$ cat src/rtl/sram_arb_pkg.sv
// Shared types and constants for the two-requester SRAM port arbiter.
package sram_arb_pkg;
    typedef enum logic [1:0] {
        IDLE    = 2'd0,
        ISSUE   = 2'd1,
        CAPTURE = 2'd2
    } state_t;

    localparam logic REQ0 = 1'b0;
    localparam logic REQ1 = 1'b1;

    localparam int ADDR_W_DEF = 5;
    localparam int DATA_W_DEF = 32;
endpackage

$ cat src/rtl/sram_arb_pick.sv
// Winner selection: fixed priority with a starvation cap, or strict round robin
// when SRAM_ARB_RR_EN is defined. Holds the last-grant pointer and burst count.
module sram_arb_pick
    import sram_arb_pkg::*;
#(
    parameter int MAX_BURST = 4
) (
    input  logic clk,
    input  logic rst_n,
    input  logic i_r0_req,
    input  logic i_r1_req,
    input  logic i_arb,
    output logic o_win_id,
    output logic o_gnt_vld
);
    logic r_last;
    logic w_win;

    assign o_gnt_vld = i_arb && (i_r0_req || i_r1_req);
    assign o_win_id  = w_win;

`ifdef SRAM_ARB_RR_EN
    always_comb begin
        w_win = REQ0;
        if (i_r0_req && i_r1_req)
            w_win = (r_last == REQ0) ? REQ1 : REQ0;
        else if (i_r1_req)
            w_win = REQ1;
    end
`else
    logic [3:0] r_burst;

    // r0 wins ties unless it has already used up its burst allowance.
    always_comb begin
        w_win = REQ0;
        if (i_r0_req && i_r1_req)
            w_win = (r_last == REQ0 && r_burst == 4'(MAX_BURST)) ? REQ1 : REQ0;
        else if (i_r1_req)
            w_win = REQ1;
    end

    always_ff @(posedge clk or negedge rst_n) begin
        if (!rst_n)
            r_burst <= 4'd0;
        else if (o_gnt_vld) begin
            if (w_win != r_last)
                r_burst <= 4'd1;
            else if (r_burst != 4'(MAX_BURST))
                r_burst <= r_burst + 4'd1;
        end
    end
`endif

    always_ff @(posedge clk or negedge rst_n) begin
        if (!rst_n)
            r_last <= REQ1;
        else if (o_gnt_vld)
            r_last <= w_win;
    end
endmodule

$ cat src/rtl/sram_port_arbiter.sv
// Serialises two requesters onto one single-port SRAM with registered pins.
// Define SRAM_ARB_RR_EN for strict round-robin arbitration.
module sram_port_arbiter
    import sram_arb_pkg::*;
#(
    parameter int ADDR_W    = ADDR_W_DEF,
    parameter int DATA_W    = DATA_W_DEF,
    parameter int MAX_BURST = 4
) (
    input  logic              clk,
    input  logic              rst_n,
    input  logic              r0_req,
    input  logic              r0_we,
    input  logic [ADDR_W-1:0] r0_addr,
    input  logic [DATA_W-1:0] r0_wdata,
    output logic              r0_gnt,
    output logic              r0_rvalid,
    output logic [DATA_W-1:0] r0_rdata,
    input  logic              r1_req,
    input  logic              r1_we,
    input  logic [ADDR_W-1:0] r1_addr,
    input  logic [DATA_W-1:0] r1_wdata,
    output logic              r1_gnt,
    output logic              r1_rvalid,
    output logic [DATA_W-1:0] r1_rdata,
    output logic              csb_n,
    output logic              we_n,
    output logic [ADDR_W-1:0] addr,
    output logic [DATA_W-1:0] sram_data_in,
    input  logic [DATA_W-1:0] sram_data_out
);
    state_t            r_state, w_nxt;
    logic              r_we, r_id;
    logic              r_csb_n, r_we_n;
    logic [ADDR_W-1:0] r_addr;
    logic [DATA_W-1:0] r_din, r_r0_rdata, r_r1_rdata;
    logic              r_r0_rvalid, r_r1_rvalid;
    logic              w_arb, w_win, w_gnt_vld, w_sel_we;
    logic [ADDR_W-1:0] w_sel_addr;
    logic [DATA_W-1:0] w_sel_wdata;

    sram_arb_pick #(.MAX_BURST(MAX_BURST)) u_pick (
        .clk      (clk),
        .rst_n    (rst_n),
        .i_r0_req (r0_req),
        .i_r1_req (r1_req),
        .i_arb    (w_arb),
        .o_win_id (w_win),
        .o_gnt_vld(w_gnt_vld)
    );

    assign r0_gnt       = w_gnt_vld && (w_win == REQ0);
    assign r1_gnt       = w_gnt_vld && (w_win == REQ1);
    assign w_sel_we     = (w_win == REQ1) ? r1_we    : r0_we;
    assign w_sel_addr   = (w_win == REQ1) ? r1_addr  : r0_addr;
    assign w_sel_wdata  = (w_win == REQ1) ? r1_wdata : r0_wdata;

    assign csb_n        = r_csb_n;
    assign we_n         = r_we_n;
    assign addr         = r_addr;
    assign sram_data_in = r_din;
    assign r0_rdata     = r_r0_rdata;
    assign r1_rdata     = r_r1_rdata;
    assign r0_rvalid    = r_r0_rvalid;
    assign r1_rvalid    = r_r1_rvalid;

    always_ff @(posedge clk or negedge rst_n) begin
        if (!rst_n)
            r_state <= IDLE;
        else
            r_state <= w_nxt;
    end

    always_comb begin
        w_nxt = r_state;
        w_arb = 1'b0;
        case (r_state)
            IDLE: begin
                w_arb = 1'b1;
                if (w_gnt_vld)
                    w_nxt = ISSUE;
            end
            ISSUE:   w_nxt = r_we ? IDLE : CAPTURE;
            CAPTURE: w_nxt = IDLE;
            default: w_nxt = IDLE;
        endcase
    end

    // Pins are loaded on the grant edge so the macro sees them during ISSUE.
    always_ff @(posedge clk or negedge rst_n) begin
        if (!rst_n) begin
            r_we        <= 1'b0;
            r_id        <= REQ0;
            r_csb_n     <= 1'b1;
            r_we_n      <= 1'b1;
            r_addr      <= '0;
            r_din       <= '0;
            r_r0_rdata  <= '0;
            r_r1_rdata  <= '0;
            r_r0_rvalid <= 1'b0;
            r_r1_rvalid <= 1'b0;
        end else begin
            r_r0_rvalid <= 1'b0;
            r_r1_rvalid <= 1'b0;
            case (r_state)
                IDLE: if (w_gnt_vld) begin
                    r_we    <= w_sel_we;
                    r_id    <= w_win;
                    r_csb_n <= 1'b0;
                    r_we_n  <= !w_sel_we;
                    r_addr  <= w_sel_addr;
                    r_din   <= w_sel_wdata;
                end
                ISSUE: begin
                    r_csb_n <= 1'b1;
                    r_we_n  <= 1'b1;
                end
                CAPTURE: begin
                    if (r_id == REQ1) begin
                        r_r1_rdata  <= sram_data_out;
                        r_r1_rvalid <= 1'b1;
                    end else begin
                        r_r0_rdata  <= sram_data_out;
                        r_r0_rvalid <= 1'b1;
                    end
                end
                default: ;
            endcase
        end
    end
endmodule

$ cat config.mk
export PLATFORM = sky130hd
export DESIGN_NAME = sram_port_arbiter
export DESIGN_NICKNAME = d
export VERILOG_FILES = /design/src/rtl/sram_arb_pkg.sv /design/src/rtl/sram_arb_pick.sv /design/src/rtl/sram_port_arbiter.sv
export SDC_FILE = /design/constraint.sdc
export NUM_CORES = 1
export LEC_CHECK = 0
export ABC_AREA = 1
export ABC_CLOCK_PERIOD_IN_PS = 1500
export CAP_MARGIN = 20
export CORE_MARGIN = 2
export CORE_UTILIZATION = 37
export CTS_BUF_LIST = sky130_fd_sc_hd__clkbuf_4 sky130_fd_sc_hd__clkbuf_8 sky130_fd_sc_hd__clkbuf_16
export DETAILED_ROUTE_END_ITERATION = 16
export GPL_TIMING_DRIVEN = 0
export PLACE_DENSITY = 0.77
export SYNTH_ARGS = -nofsm -noshare
export SYNTH_HDL_FRONTEND = slang
export SYNTH_SLANG_ARGS = --single-unit
$ cat constraint.sdc
create_clock -name clk -period 1.5 [get_ports clk]
set_input_delay 0.225 -clock clk [delete_from_list [all_inputs] [get_ports clk]]
set_output_delay 0.225 -clock clk [all_outputs]
set_load 0.02 [all_outputs]
**Yosys cells after proc, flatten, opt, wreduce, memory -nomap -nowiden**

Cells that the tools add are included.

- Bits in latches: 0
- Bits in writable memories: 0
- Input bits: 112
- Output and inout bits: 107
- Word-level logic and storage cells: 58
- ROM bits: 0
- Memories kept: 0
- Bits in registers: 114

- Reduce and logical (&&, ||, !) cells: 15
- Multipliers: 0
- Shift-type cells: 0
- Bitwise gates (word level): 3
- $lt $le $gt $ge: 0
- Equal/unequal tests: 6
- Divide/modulo/power cells: 0
- $add $sub $neg: 1
- Mux-type cells: 20

Operators by type and width:

| kind | number |
|---|---|
| $mux 32 | 1 |
| $mux 1 | 11 |
| $reduce_and 2->1 | 5 |
| $mux 4 | 2 |
| $logic_and 1x1->1 | 5 |
| $mux 5 | 1 |
| $add 4x1->4 const B | 1 |
| $eq 4x3->1 const B | 1 |
| $mux 2 | 2 |
| $ne 4x3->1 const B | 1 |
| $pmux 1 s2 | 2 |
| $pmux 2 s2 | 1 |
| $reduce_bool 2->1 | 2 |
| $not 1->1 | 3 |
| $eq 2x1->1 const B | 1 |
| $eq 2x2->1 const B | 1 |
| $logic_not 2->1 | 1 |
| $ne 2x2->1 const B | 1 |
| $logic_not 1->1 | 1 |
| $logic_or 1x1->1 | 1 |
| $ne 1x1->1 | 1 |

**Logic depth before layout (Yosys ltp)**

- Depth after elaboration: 8
- Depth in mapped cells: 12
- Depth with buffers taken out: 11

**Modules after synthesis**

A second synthesis with hierarchy kept.

- Cell total of the unflattened synthesis: 599
- Area, all modules: 4952.2 sq um

Modules (own cells, without submodules):

| module | area each (sq um) | seq. area each (sq um) | cells an instance | instances |
|---|---|---|---|---|
| sram_port_arbiter | 4620.7 | 2730.1 | 554 | 1 |
| sram_arb_pick | 331.6 | 126.4 | 45 | 1 |

**Worst setup path after synthesis**

No wires, ideal clock.

- Path type: register to register
- From: register u_pick.r_burst[0]
- To: register r_din[18], in the netlist sram_data_in[18]
- Path buffers: 2
- Setup time: 124 ps
- Arrival: 1379 ps
- Clock period less this slack: 1502 ps
- Setup slack: -2 ps
- Cell stages (with the launch flop): 12
- Data required time: 1376 ps
- Cells stage by stage: dfrtp_1 inv_1 ha_1 nand2_1 nor2_2 nand2_1 nand2_2 a21oi_1 buf_4 buf_6 nand2_1 nand3_1

- Word-level cells in the longest chain between the ends: 5

RTL lines:

| what | RTL line | text |
|---|---|---|
| start: declaration | sram_arb_pick.sv:31 | `logic [3:0] r_burst;` |
| start signal: assignment | sram_arb_pick.sv:49 | `r_burst <= r_burst + 4'd1;` |
| $eq 4x3->1 | sram_arb_pick.sv:37 | `w_win = (r_last == REQ0 && r_burst == 4'(MAX_BURST)) ? REQ1 : REQ0;` |
| $logic_and 1x1->1 | sram_arb_pick.sv:37 |  |
| $mux 1 | sram_arb_pick.sv:37 |  |
| $mux 1 | sram_arb_pick.sv:36 | `if (i_r0_req && i_r1_req)` |
| $mux 32 | sram_port_arbiter.sv:56 | `assign w_sel_wdata = (w_win == REQ1) ? r1_wdata : r0_wdata;` |
| end signal: assignment | sram_port_arbiter.sv:112 | `r_din <= w_sel_wdata;` |
| end: declaration | sram_port_arbiter.sv:36 | `logic [DATA_W-1:0] r_din, r_r0_rdata, r_r1_rdata;` |

No other way between the ends.
A chain may end at the register's enable or synchronous reset.

**Worst setup path after layout**

- From: register u_pick.r_burst[1]
- To: output port r1_gnt

- Word-level cells in the longest chain between the ends: 5

RTL lines:

| what | RTL line | text |
|---|---|---|
| $eq 4x3->1 | sram_arb_pick.sv:37 |  |
| $logic_and 1x1->1 | sram_arb_pick.sv:37 |  |
| $mux 1 | sram_arb_pick.sv:37 |  |
| $mux 1 | sram_arb_pick.sv:36 |  |
| $logic_and 1x1->1 | sram_port_arbiter.sv:53 | `assign r1_gnt = w_gnt_vld && (w_win == REQ1);` |
| end: declaration | sram_port_arbiter.sv:23 | `output logic r1_gnt,` |

No other way between the ends.

==> results_dict.tcl <==
set metrics [dict create \
    worst_path_top_cell_family_by_delay "simple AND/OR/NAND/NOR gates" \
    numClockSinks 114 \
    dp_hpwl_mm 10.99 \
    run_status "finished with violations" \
    numPlacedInstances 895 \
    ys_ff_latch 114 \
    worstReg2RegStart "u_pick.r_burst[1]" \
    startpoint_type "flip-flop" \
    layout.nets 873 \
    max_stage_delay_ps 390 \
    max_freq_mhz 507.1 \
    post-route-cell-area_sq_um 7739 \
    critPathBufInv 3 \
    synth_to_layout_area_growth_pct 69.27 \
    slew_viol_final 0 \
    hp-start "r0_wdata[19]" \
    setup_viol 47 \
    drt_iter0_drc 152 \
    timing.clock.skew_ps 5.351 \
    initial_core_util_pct 37.90 \
    grt_first_pass_wirelength_mm 23.94 \
    synth.lib_cells_used.distinct 22 \
    utilization_pct 64.16 \
    clkTransAtPathRegs_ps 50 \
    hold_viol 0 \
    htree_num_levels 4 \
    cp_cell_sequence "inv_1, ha_2, nand2_2, nor2_4, nand2_2, nand2_4, nand2_4, nor2_4, buf_6, buf_6" \
    via_per_inst 4.685 \
    syn_area_sq_um 4572 \
    power.density_nw_per_um2 2256 \
    rsz0062_at_grt "true" \
    cts.root.buffer_cell "sky130_fd_sc_hd__clkbuf_16" \
    hp-class "in -> reg" \
    floorplan.die_area_sq_um 13260 \
    worstPathRequired_ps 1270 \
    place_congestion 0.7893 \
    end_kind "output port" \
    final-instance-count-excl-fill 940 \
    period_share_pct 131.5 \
    failed_checks "setup timing" \
    synth.avg_cell_area_sq_um 9.000 \
    drive_above_1_share_pct 11.53 \
    insertedDiodeCount 0 \
    first_pass_iters 4 \
    number_of_antenna_violations_at_the_first_check_in_global_routing 0 \
    tritoncts "done" \
    total_i_o_pin_count 219 \
    cp-startpoint "u_pick.r_burst[1]" \
    peak_fanout_along_the_critical_path 3 \
    dpl-instance-area_sq_um 6993 \
    globalRoute.totalOverflow 0 \
    largest_net_degree_at_the_start_of_global_routing 70 \
    critPathKind "reg -> out" \
    grt_pass1_vias 4743 \
    syn-instance-count 508 \
    die_w_um 115.2 \
    detailroute.via_count 4404 \
    postRouteWirelength_mm 15.15 \
    timing.final.ws_setup_ps -472.0 \
    max-cap-violations 0 \
    ys_seq_area_share_pct 62.48 \
    port_buffers 218 \
    yosys_warnings 0 \
    floorplan.die.height_um 115.2 \
    timing.final.crit_period_ps 1972 \
    leakagePower_nw 3.923 \
    max_slew.worst_pin.slew_ps 601.7 \
    post_drt_wl_per_cell_um 16.11 \
    drc 0 \
    floorplan.core_area_sq_um 12060 \
    cp_slowest_cell "sky130_fd_sc_hd__dfrtp_1" \
    fin_setup_tns_ps -6315 \
    finalPower_mw 17.46 \
    number_of_buffers_added_by_the_clock_tree_synthesis_step 17 \
    mappedNetlistNets 622 \
    slew_headroom_pct 59.89 \
    fill_cells 986 \
    ir_drop_uv 1151 \
    groute.usage.overall_pct 23.70 \
    buffer_depth_of_the_longest_clock_path 2 \
    rows 40 \
    whs_ps 373.5 \
    detailedPlace.worstSlack_ps -884.9 \
    drtAntennaViolNets 0 \
    clock_insertion_delay_worst_skew_ps 420 \
    worst_ep_arrival_time_ps 1750 \
]
## flip-flops by register name, indices dropped and copies added, names as in the netlist
name / count
r0_rdata: 32
r1_rdata: 32
sram_data_in: 32
addr: 5
u_pick.r_burst: 4
r_state: 2
csb_n: 1
r0_rvalid: 1
r1_rvalid: 1
r_id: 1
r_we: 1
u_pick.r_last: 1
we_n: 1
## final cells by class
type / instances / area, sq um / share of cell area (%)
buffer: 24 / 163.9 / 2.118
tap: 168 / 210.2 / 2.716
sequential: 114 / 2856 / 36.91
timing repair buffer: 232 / 2185 / 28.23
clock buffer: 22 / 488.0 / 6.306
inverter: 46 / 172.7 / 2.231
multi-input combinational: 324 / 1485 / 19.19
clock inverter: 10 / 177.7 / 2.296
## worst register-to-register path, cell delays in order, from the launching register on
cell and delay (ps):
sky130_fd_sc_hd__dfrtp_1 390, sky130_fd_sc_hd__inv_1 70, sky130_fd_sc_hd__ha_2 160, sky130_fd_sc_hd__nand2_2 60
sky130_fd_sc_hd__nor2_4 110, sky130_fd_sc_hd__nand2_2 70, sky130_fd_sc_hd__nand2_4 90, sky130_fd_sc_hd__nand2_4 60
sky130_fd_sc_hd__nor2_4 100, sky130_fd_sc_hd__buf_4 160, sky130_fd_sc_hd__buf_8 140, sky130_fd_sc_hd__nand2_1 70
sky130_fd_sc_hd__nand3_1 80, sky130_fd_sc_hd__nand2_1 60
## Yosys cell counts
library cell               count  area, sq um
sky130_fd_sc_hd__a21oi_1       1        5.000
sky130_fd_sc_hd__buf_2         3        15.01
sky130_fd_sc_hd__buf_4         4        30.03
sky130_fd_sc_hd__buf_6         2        22.52
sky130_fd_sc_hd__clkbuf_1     15        56.30
sky130_fd_sc_hd__dfrtp_1     111         2778
sky130_fd_sc_hd__dfstp_2       3        78.83
sky130_fd_sc_hd__ha_1          2        25.02
sky130_fd_sc_hd__inv_1        43        161.4
sky130_fd_sc_hd__inv_2         3        11.26
sky130_fd_sc_hd__nand2_1     193        724.4
sky130_fd_sc_hd__nand2_2       2        12.51
sky130_fd_sc_hd__nand3_1      45        225.2
sky130_fd_sc_hd__nand4_1       3        18.77
sky130_fd_sc_hd__nor2_1        2        7.510
sky130_fd_sc_hd__nor2_2        1        6.260
sky130_fd_sc_hd__nor2_4        1        11.26
sky130_fd_sc_hd__nor3_1        2        10.01
sky130_fd_sc_hd__o21ai_0      68        340.3
sky130_fd_sc_hd__o21ai_2       1        8.760
sky130_fd_sc_hd__or2_0         1        6.260
sky130_fd_sc_hd__xor2_1        2        17.52
## cell families (layout without fill, tap and decap cells)
logic type	after synthesis	after routing	share of synthesized area [%]
buf+inv	70	334	6.486
flops	114	114	62.48
fa+ha+maj	2	2	0.5473
simple gates	250	250	22.36
xor+xnor	2	2	0.3832
compound gates	70	70	7.745
## metal layers
metal | vias up | GRT usage, % | share of wire, %
li1 | 2108 | - | -
met1 | 2062 | 25.67 | 38
met2 | 209 | 41.10 | 49
met3 | 25 | 10.38 | 10
met4 | 0 | 8.916 | 1.9
met5 | - | 0 | 0
## path summary, 6_finish.rpt
path	end	slack (ps)	cells after the start
worst max-delay path	r1_gnt	-470	10
worst min-delay path	sram_data_in[19]	370	3
worst max register to register	we_n	-210	13
worst min register to register	r_state[1]	440	1
max in group asynchronous	csb_n	360	3
min in group asynchronous	sram_data_in[5]	380	2
## power by group
group | switching [mW] | total [mW] | internal, mW
registers | 0.839 | 5.46 | 4.63
clock network | 1.38 | 4.51 | 3.13
logic | 4.63 | 7.48 | 2.85
total | 6.85 | 17.5 | 10.6
## cells in the final DEF (no fill, tap or decap), drive strengths merged
| cell | instances |
|---|---|
| nand4 | 3 |
| clkinv | 4 |
| bufinv | 5 |
| a21oi | 1 |
| nor3 | 2 |
| or2 | 1 |
| clkbuf | 31 |
| o21ai | 69 |
| clkinvlp | 1 |
| nor2 | 4 |
| clkdlybuf4s50 | 110 |
| xor2 | 2 |
| nand3 | 45 |
| clkdlybuf4s15 | 2 |
| nand2 | 195 |
| dlygate4sd2 | 103 |
| inv | 46 |
| dlygate4sd3 | 1 |
| dfstp | 3 |
| ha | 2 |
| dfrtp | 111 |
| buf | 31 |
## what timing repair did
item | 4_1_cts | 5_1_grt
gates cloned | 1 | 0
gates resized for setup | 136 | 40
hold buffers | 1 | 0
endpoints found under the setup margin | 216 | 110
hold endpoints to repair | 45 | 0
setup buffers | 9 | 2
pin swaps | 3 | 4
(Power assumes the default switching activity.)
==> RTL change 1, RTL diff (same settings) <==
Reset style: synchronous (`rst_n`), changed in 4 clocked blocks.
--- a/src/rtl/sram_arb_pick.sv
+++ b/src/rtl/sram_arb_pick.sv
@@ -41,3 +41,3 @@
 
-    always_ff @(posedge clk or negedge rst_n) begin
+    always_ff @(posedge clk) begin
         if (!rst_n)
@@ -53,3 +53,3 @@
 
-    always_ff @(posedge clk or negedge rst_n) begin
+    always_ff @(posedge clk) begin
         if (!rst_n)
--- a/src/rtl/sram_port_arbiter.sv
+++ b/src/rtl/sram_port_arbiter.sv
@@ -66,3 +66,3 @@
 
-    always_ff @(posedge clk or negedge rst_n) begin
+    always_ff @(posedge clk) begin
         if (!rst_n)
@@ -89,3 +89,3 @@
     // Pins are loaded on the grant edge so the macro sees them during ISSUE.
-    always_ff @(posedge clk or negedge rst_n) begin
+    always_ff @(posedge clk) begin
         if (!rst_n) begin
Check against the original RTL: differs if rst_n is asserted again (counterexample within 4 cycles, from zero or initial values and one cycle with rst_n low); with rst_n held inactive, the same outputs for 4 cycles.
==> RTL change 1 against the original RTL <==
  * The run still ends with negative setup slack left
  * Clock skew is 0.00068 ns higher
  * Synthesized cell count is 26% higher
  * Setup slack gained 0.055 ns
  * Area after synthesis shrank 0.19%
  * Wire length down 0.31%
  * First-iteration DRC count up 7.2%
  * Sequential cell count unchanged
  * Highest routed layer unchanged
  * Final area is 0.23% higher
Power is not compared: it rests on default switching activity, and its combinational part moved more than twofold at a synthesized area within 25%.
==> RTL change 1: results (changes against the original RTL) <==
Deepest clock path buffer count = 2 (unchanged)
Syn avg cell area = 7.14 um^2 (was 9.00 um^2)
Reg2reg start = u_pick.r_burst[0] (was u_pick.r_burst[1])
GRT Total Usage = 22.6% (was 23.7%)
Routed vias = 4914 (was 4404)
Layout cells sized above 1 = 11.4% (was 11.5%)
Capturing point of the worst reg2reg path = r_we (was we_n)
Synthesized Nets = 753 (was 622)
Final instance area = 7760 um^2 (was 7740 um^2)
Htree depth = 4 (unchanged)
Fin nets = 1013 (was 873)
Largest net degree at the start of global routing = 17 (was 70)
Reg2Reg Depth = 15 (was 13)
Min setup slack post-route = -0.417 ns (was -0.472 ns)
Leakage = 3.85 nW
Initial DRC count = 163 (was 152)
Main synth FF type = dfxtp_1 (was dfrtp_1)
CP Data Arrival Time = 1.69 ns (was 1.75 ns)
CTS Buf Count = 17 (unchanged)
WL per Instance = 14.3 um (was 16.1 um)
Post-detailed-placement half-perimeter wirelength = 10700 um (was 11000 um)
Outcome = complete, but fails checks (unchanged)
Failing checks = negative setup slack (unchanged)
Top cells by area, synth = dfxtp_1 (50%), nand2_1 (14%), inv_1 (9.3%) (was dfrtp_1 (61%), nand2_1 (16%), o21ai_0 (7.4%))
Global-route wire length before repair = 22800 um (was 23900 um)
Hold Path Cell Cnt = 3 (unchanged)
Register area share after synthesis = 50.0% (was 62.5%)
Layout fillers = 1081 (was 986)
GR Util met3 = 12.1% (was 10.4%)
Final setup vio count = 46 (was 47)
R2R Setup Slk = -0.27 ns (was -0.21 ns)
Final TNS setup = -8.25 ns (was -6.32 ns)
Top cells by count, synth = nand2_1 (169), dfxtp_1 (114), inv_1 (113) (was nand2_1 (193), dfrtp_1 (111), o21ai_0 (68))
Vias per cell = 4.65 (was 4.69)
Asr flop ratio synth = 0% (was 100%)
Met2 Use GR = 39.1% (was 41.1%)
Met1 usage = 22.7% (was 25.7%)
Vias in the first global route = 4598 (was 4743)
Clk_skew = 0.00603 ns (was 0.00535 ns)
Worst slack, placed = -1.14 ns (was -0.885 ns)
Initial antenna violation count = 1 (was 0)
Setup crit end = r0_gnt (was r1_gnt)
Relative slew margins = 56.1% (was 59.9%)
RD Place Congestion = 0.796 (was 0.789)
CP Launch Point = u_pick.r_burst[0] (was u_pick.r_burst[1])
Placed Area = 6940 um^2 (was 6990 um^2)
==> RTL change 1: cell types whose count changed in the layout (fill, tap and decap cells not counted), sizes merged, moves of 7 or more <==
cell and delta:
a21oi +65, buf +7, clkbuf +18, dfrtp -111
dfxtp +114, inv +69, nand2 -26, nor2 +11
==> RTL change 1: what timing repair did <==
item	4_1_cts	5_1_grt
setup buffers	16	7
pin swaps	7	3
endpoints found under the setup margin	213	71
resized for setup	156	28
cloned	3	0
hold buffers	0	0
==> RTL change 1: worst max-delay path, stage by stage (launching register included) <==
cell	delay (ns)
dfxtp_2	0.32
inv_2	0.07
ha_4	0.12
nand2_2	0.06
nor2_4	0.11
nand2_2	0.06
nand2_2	0.09
nand2_4	0.08
nand2_4	0.09
inv_4	0.04
buf_6	0.11
buf_6	0.12
==> RTL change 1: per-layer routing <==
layer / wire length, um / vias up
li1: - / 2504
met1: 5680 / 2188
met2: 7210 / 196
met3: 1860 / 26
met4: 352 / 0
met5: 0 / -
==> RTL change 1: power breakdown <==
part	total [mW]	internal, mW	leakage [nW]	switching [mW]
clock network	4.11	2.76	0.299	1.35
registers	3.32	3.23	0.931	0.0940
logic	1.68	0.799	2.62	0.881
==> RTL change 1: cell type report <==
| cell class | count | area share [%] |
|---|---|---|
| clock buffer | 23 | 6.31 |
| clock inverter | 6 | 1.36 |
| timing repair buffer | 242 | 29.2 |
| antenna | 1 | 0.0323 |
| buffer | 37 | 3.05 |
| tap | 147 | 2.37 |
| sequential | 114 | 29.5 |
| inverter | 115 | 5.63 |
| multi-input combinational | 372 | 22.6 |
==> RTL change 1: worst min path at each step <==
stage	from	to	slack [ns]
final	r1_req	u_pick.r_last	0.37
after global routing	r1_req	u_pick.r_last	0.38
after CTS	r1_req	u_pick.r_last	0.33
after detailed placement	csb_n	csb_n	0.43
after global placement	r_we	r_state[1]	0.43
after floorplan	r_we	r_state[1]	0.40
==> RTL change 1: cells by family after synthesis <==
group                    Yosys count  share of synthesized area (%)
AND/OR/NAND/NOR                  234                           21.1
flip-flops                       114                           50.0
XOR/XNOR                           1                          0.192
AO/OA/AOI/OAI                    135                           15.0
adder cells (fa/ha/maj)            2                          0.548
buffers and inverters            153                           13.2
==> RTL change 2, RTL diff (config.mk and constraints unchanged) <==
Made on the original files. The package constant `ADDR_W_DEF` goes from 5 to 7.
--- a/src/rtl/sram_arb_pkg.sv
+++ b/src/rtl/sram_arb_pkg.sv
@@ -11,3 +11,3 @@
 
-    localparam int ADDR_W_DEF = 5;
+    localparam int ADDR_W_DEF = 7;
     localparam int DATA_W_DEF = 32;
Interface: changed (resized addr, r0_addr and r1_addr); port bits go from 219 to 225. No check against the original RTL was run, so the function may have changed too.
==> RTL change 2 against the original RTL <==
  * The run still ends with negative setup slack left
  * Sequential power grew 2%
  * Critical path type unchanged
  * Setup slack about the same
  * Critical path depth unchanged
  * Area after synthesis is 2.1% higher
  * Via count increased by 5.2%
  * Sequential cell count up 2
  * Final cell count rose by 3.3%
  * Die area up 2.0%
  * Wire length is 2.9% higher
  * Core utilization up 0.088 points
  * Final area is 3.5% higher
  * Count of clock-buffer cells in the layout is 3 lower
  * Power decreased by 1.3%
==> RTL change 2: results (changes against the original RTL) <==
Outcome = complete, but fails checks (unchanged)
Failing checks = negative setup slack (unchanged)
Synth cell types = 21 (was 22)
Yosys warns = 0 (unchanged)
Largest net degree at the start of global routing = 61 (was 70)
Htree depth = 4 (unchanged)
Top cells by area, synth = dfrtp_1 (61%), nand2_1 (16%), o21ai_0 (7.3%) (was dfrtp_1 (61%), nand2_1 (16%), o21ai_0 (7.4%))
Synthesized Nets = 636 (was 622)
Register area share after synthesis = 62.3% (was 62.5%)
Crit-path max FO = 3 (unchanged)
IO buf count = 224 (was 218)
Worst VDD drop = 1.37 mV (was 1.15 mV)
Worst-path clk slew = 0.05 ns (about the same)
CP Launch Point = u_pick.r_burst[0] (was u_pick.r_burst[1])
Hold Path Class = in2reg (unchanged)
Setup crit end = r1_gnt (unchanged)
Clk_skew = 0.00502 ns (was 0.00535 ns)
Synth Area in Compound Gates = 7.83% (was 7.74%)
Fin nets = 904 (was 873)
RD Place Congestion = 0.849 (was 0.789)
Worst Tran Pin Value = 0.763 ns (was 0.602 ns)
Vias per cell = 4.77 (was 4.69)
Capturing point of the worst reg2reg path = sram_data_in[15] (was we_n)
Max Cap Viol = 0 (unchanged)
Min-delay src = r0_wdata[25] (was r0_wdata[19])
Top cells by count, synth = nand2_1 (199), dfrtp_1 (113), o21ai_0 (68) (was nand2_1 (193), dfrtp_1 (111), o21ai_0 (68))
Asr flop ratio synth = 100% (unchanged)
Final setup vio count = 50 (was 47)
Min setup slack post-route = -0.472 ns (about the same)
Vias in the first global route = 4539 (was 4743)
Clock latency on the worst-skew pair = 0.42 ns (about the same)
Initial DRC count = 183 (was 152)
GRT Total Usage = 22.0% (was 23.7%)
Root buffer cell = clkbuf_16 (unchanged)
Reg2Reg Depth = 15 (was 13)
Mux cell area share after synthesis = 0% (unchanged)
Post-detailed-placement half-perimeter wirelength = 10900 um (was 11000 um)
Global-route wire length before repair = 22500 um (was 23900 um)
Worst slack, placed = -0.935 ns (was -0.885 ns)
Diode count = 0 (unchanged)
WL per Instance = 16.0 um (was 16.1 um)
XOR/XNOR Fraction of Synth Area = 0.375% (was 0.383%)
Leakage = 4.06 nW (was 3.92 nW)
Layout cells sized above 1 = 14.3% (was 11.5%)
R2R Setup Slk = -0.39 ns (was -0.21 ns)
Adder-Cell Fraction of Synth Area = 0.536% (was 0.547%)
CP Data Arrival Time = 1.75 ns (about the same)
Layout fillers = 1021 (was 986)
==> RTL change 2: cell count changes after synthesis, moves of 2 or more <==
cell,before,now
nand3_1,45,47
buf_6,2,4
buf_2,3,5
dfrtp_1,111,113
nand2_1,193,199
buf_4,4,0
==> RTL change 2: cell families after synthesis <==
family	count (synthesis)
compound gates	70
xor+xnor	2
fa+ha+maj	2
buf+inv	70
flops	116
simple gates	258
==> RTL change 2: timing repair <==
item | CTS | global route
pin swaps | 3 | 6
endpoints found under the setup margin | 207 | 96
buffers inserted | 10 | 12
gates cloned | 0 | 3
hold buffers | 1 | 0
hold endpoints to repair | 53 | 0
resized for setup | 127 | 62
==> RTL change 2: final cells by class <==
type | instances | share of cell area, %
timing repair buffer | 249 | 29.9
inverter | 46 | 2.16
clock inverter | 13 | 1.37
buffer | 24 | 2.03
sequential | 116 | 36.3
clock buffer | 19 | 5.58
multi-input combinational | 332 | 20.0
tap | 172 | 2.69
==> RTL change 2: stage by stage <==
step / cells / cell area, um^2 / setup TNS (ns) / util (%)
finish: 971 / 8010 / -13.99 / 64.2
global route: 971 / 8010 / -18.83 / 64.2
CTS: 958 / 7690 / -9.05 / 61.7
detailed placement: 915 / 7150 / -20.53 / 57.4
global placement: 914 / 7130 / -489.46 / 57.2
floorplan: 518 / 4670 / -0.0289 / -
==> RTL change 2: worst min path at each step <==
stage | cells past startpoint | slack, ns | to
after floorplan | 0 | -0.07 | addr[0]
after global placement | 1 | 0.43 | r_state[1]
after detailed placement | 1 | 0.35 | r0_rdata[0]
after CTS | 3 | 0.35 | sram_data_in[29]
after global routing | 3 | 0.38 | sram_data_in[20]
final | 3 | 0.37 | sram_data_in[25]
==> RTL change 2: layer usage <==
| metal | global-route usage, % | vias to the layer above | part of all wire (%) |
|---|---|---|---|
| li1 | - | 2180 | - |
| met1 | 23.4 | 2204 | 39 |
| met2 | 38.1 | 217 | 49 |
| met3 | 10.2 | 32 | 10 |
| met4 | 8.81 | 0 | 2.0 |
| met5 | 0 | - | 0 |
==> RTL change 2: power breakdown <==
| group | internal, mW | switching (mW) | total [mW] |
|---|---|---|---|
| sequential | 4.71 | 0.860 | 5.57 |
| combinational | 3.10 | 4.79 | 7.90 |
| clock | 2.32 | 1.45 | 3.77 |
==> RTL change 2: worst max-delay path: stages, from the launching register on <==
cell	delay, ns
dfrtp_1	0.38
inv_1	0.06
ha_2	0.17
nand2_2	0.06
nor2_4	0.10
nand2_2	0.07
nand2_4	0.10
nand2_4	0.06
nor2_4	0.11
buf_6	0.11
buf_6	0.11
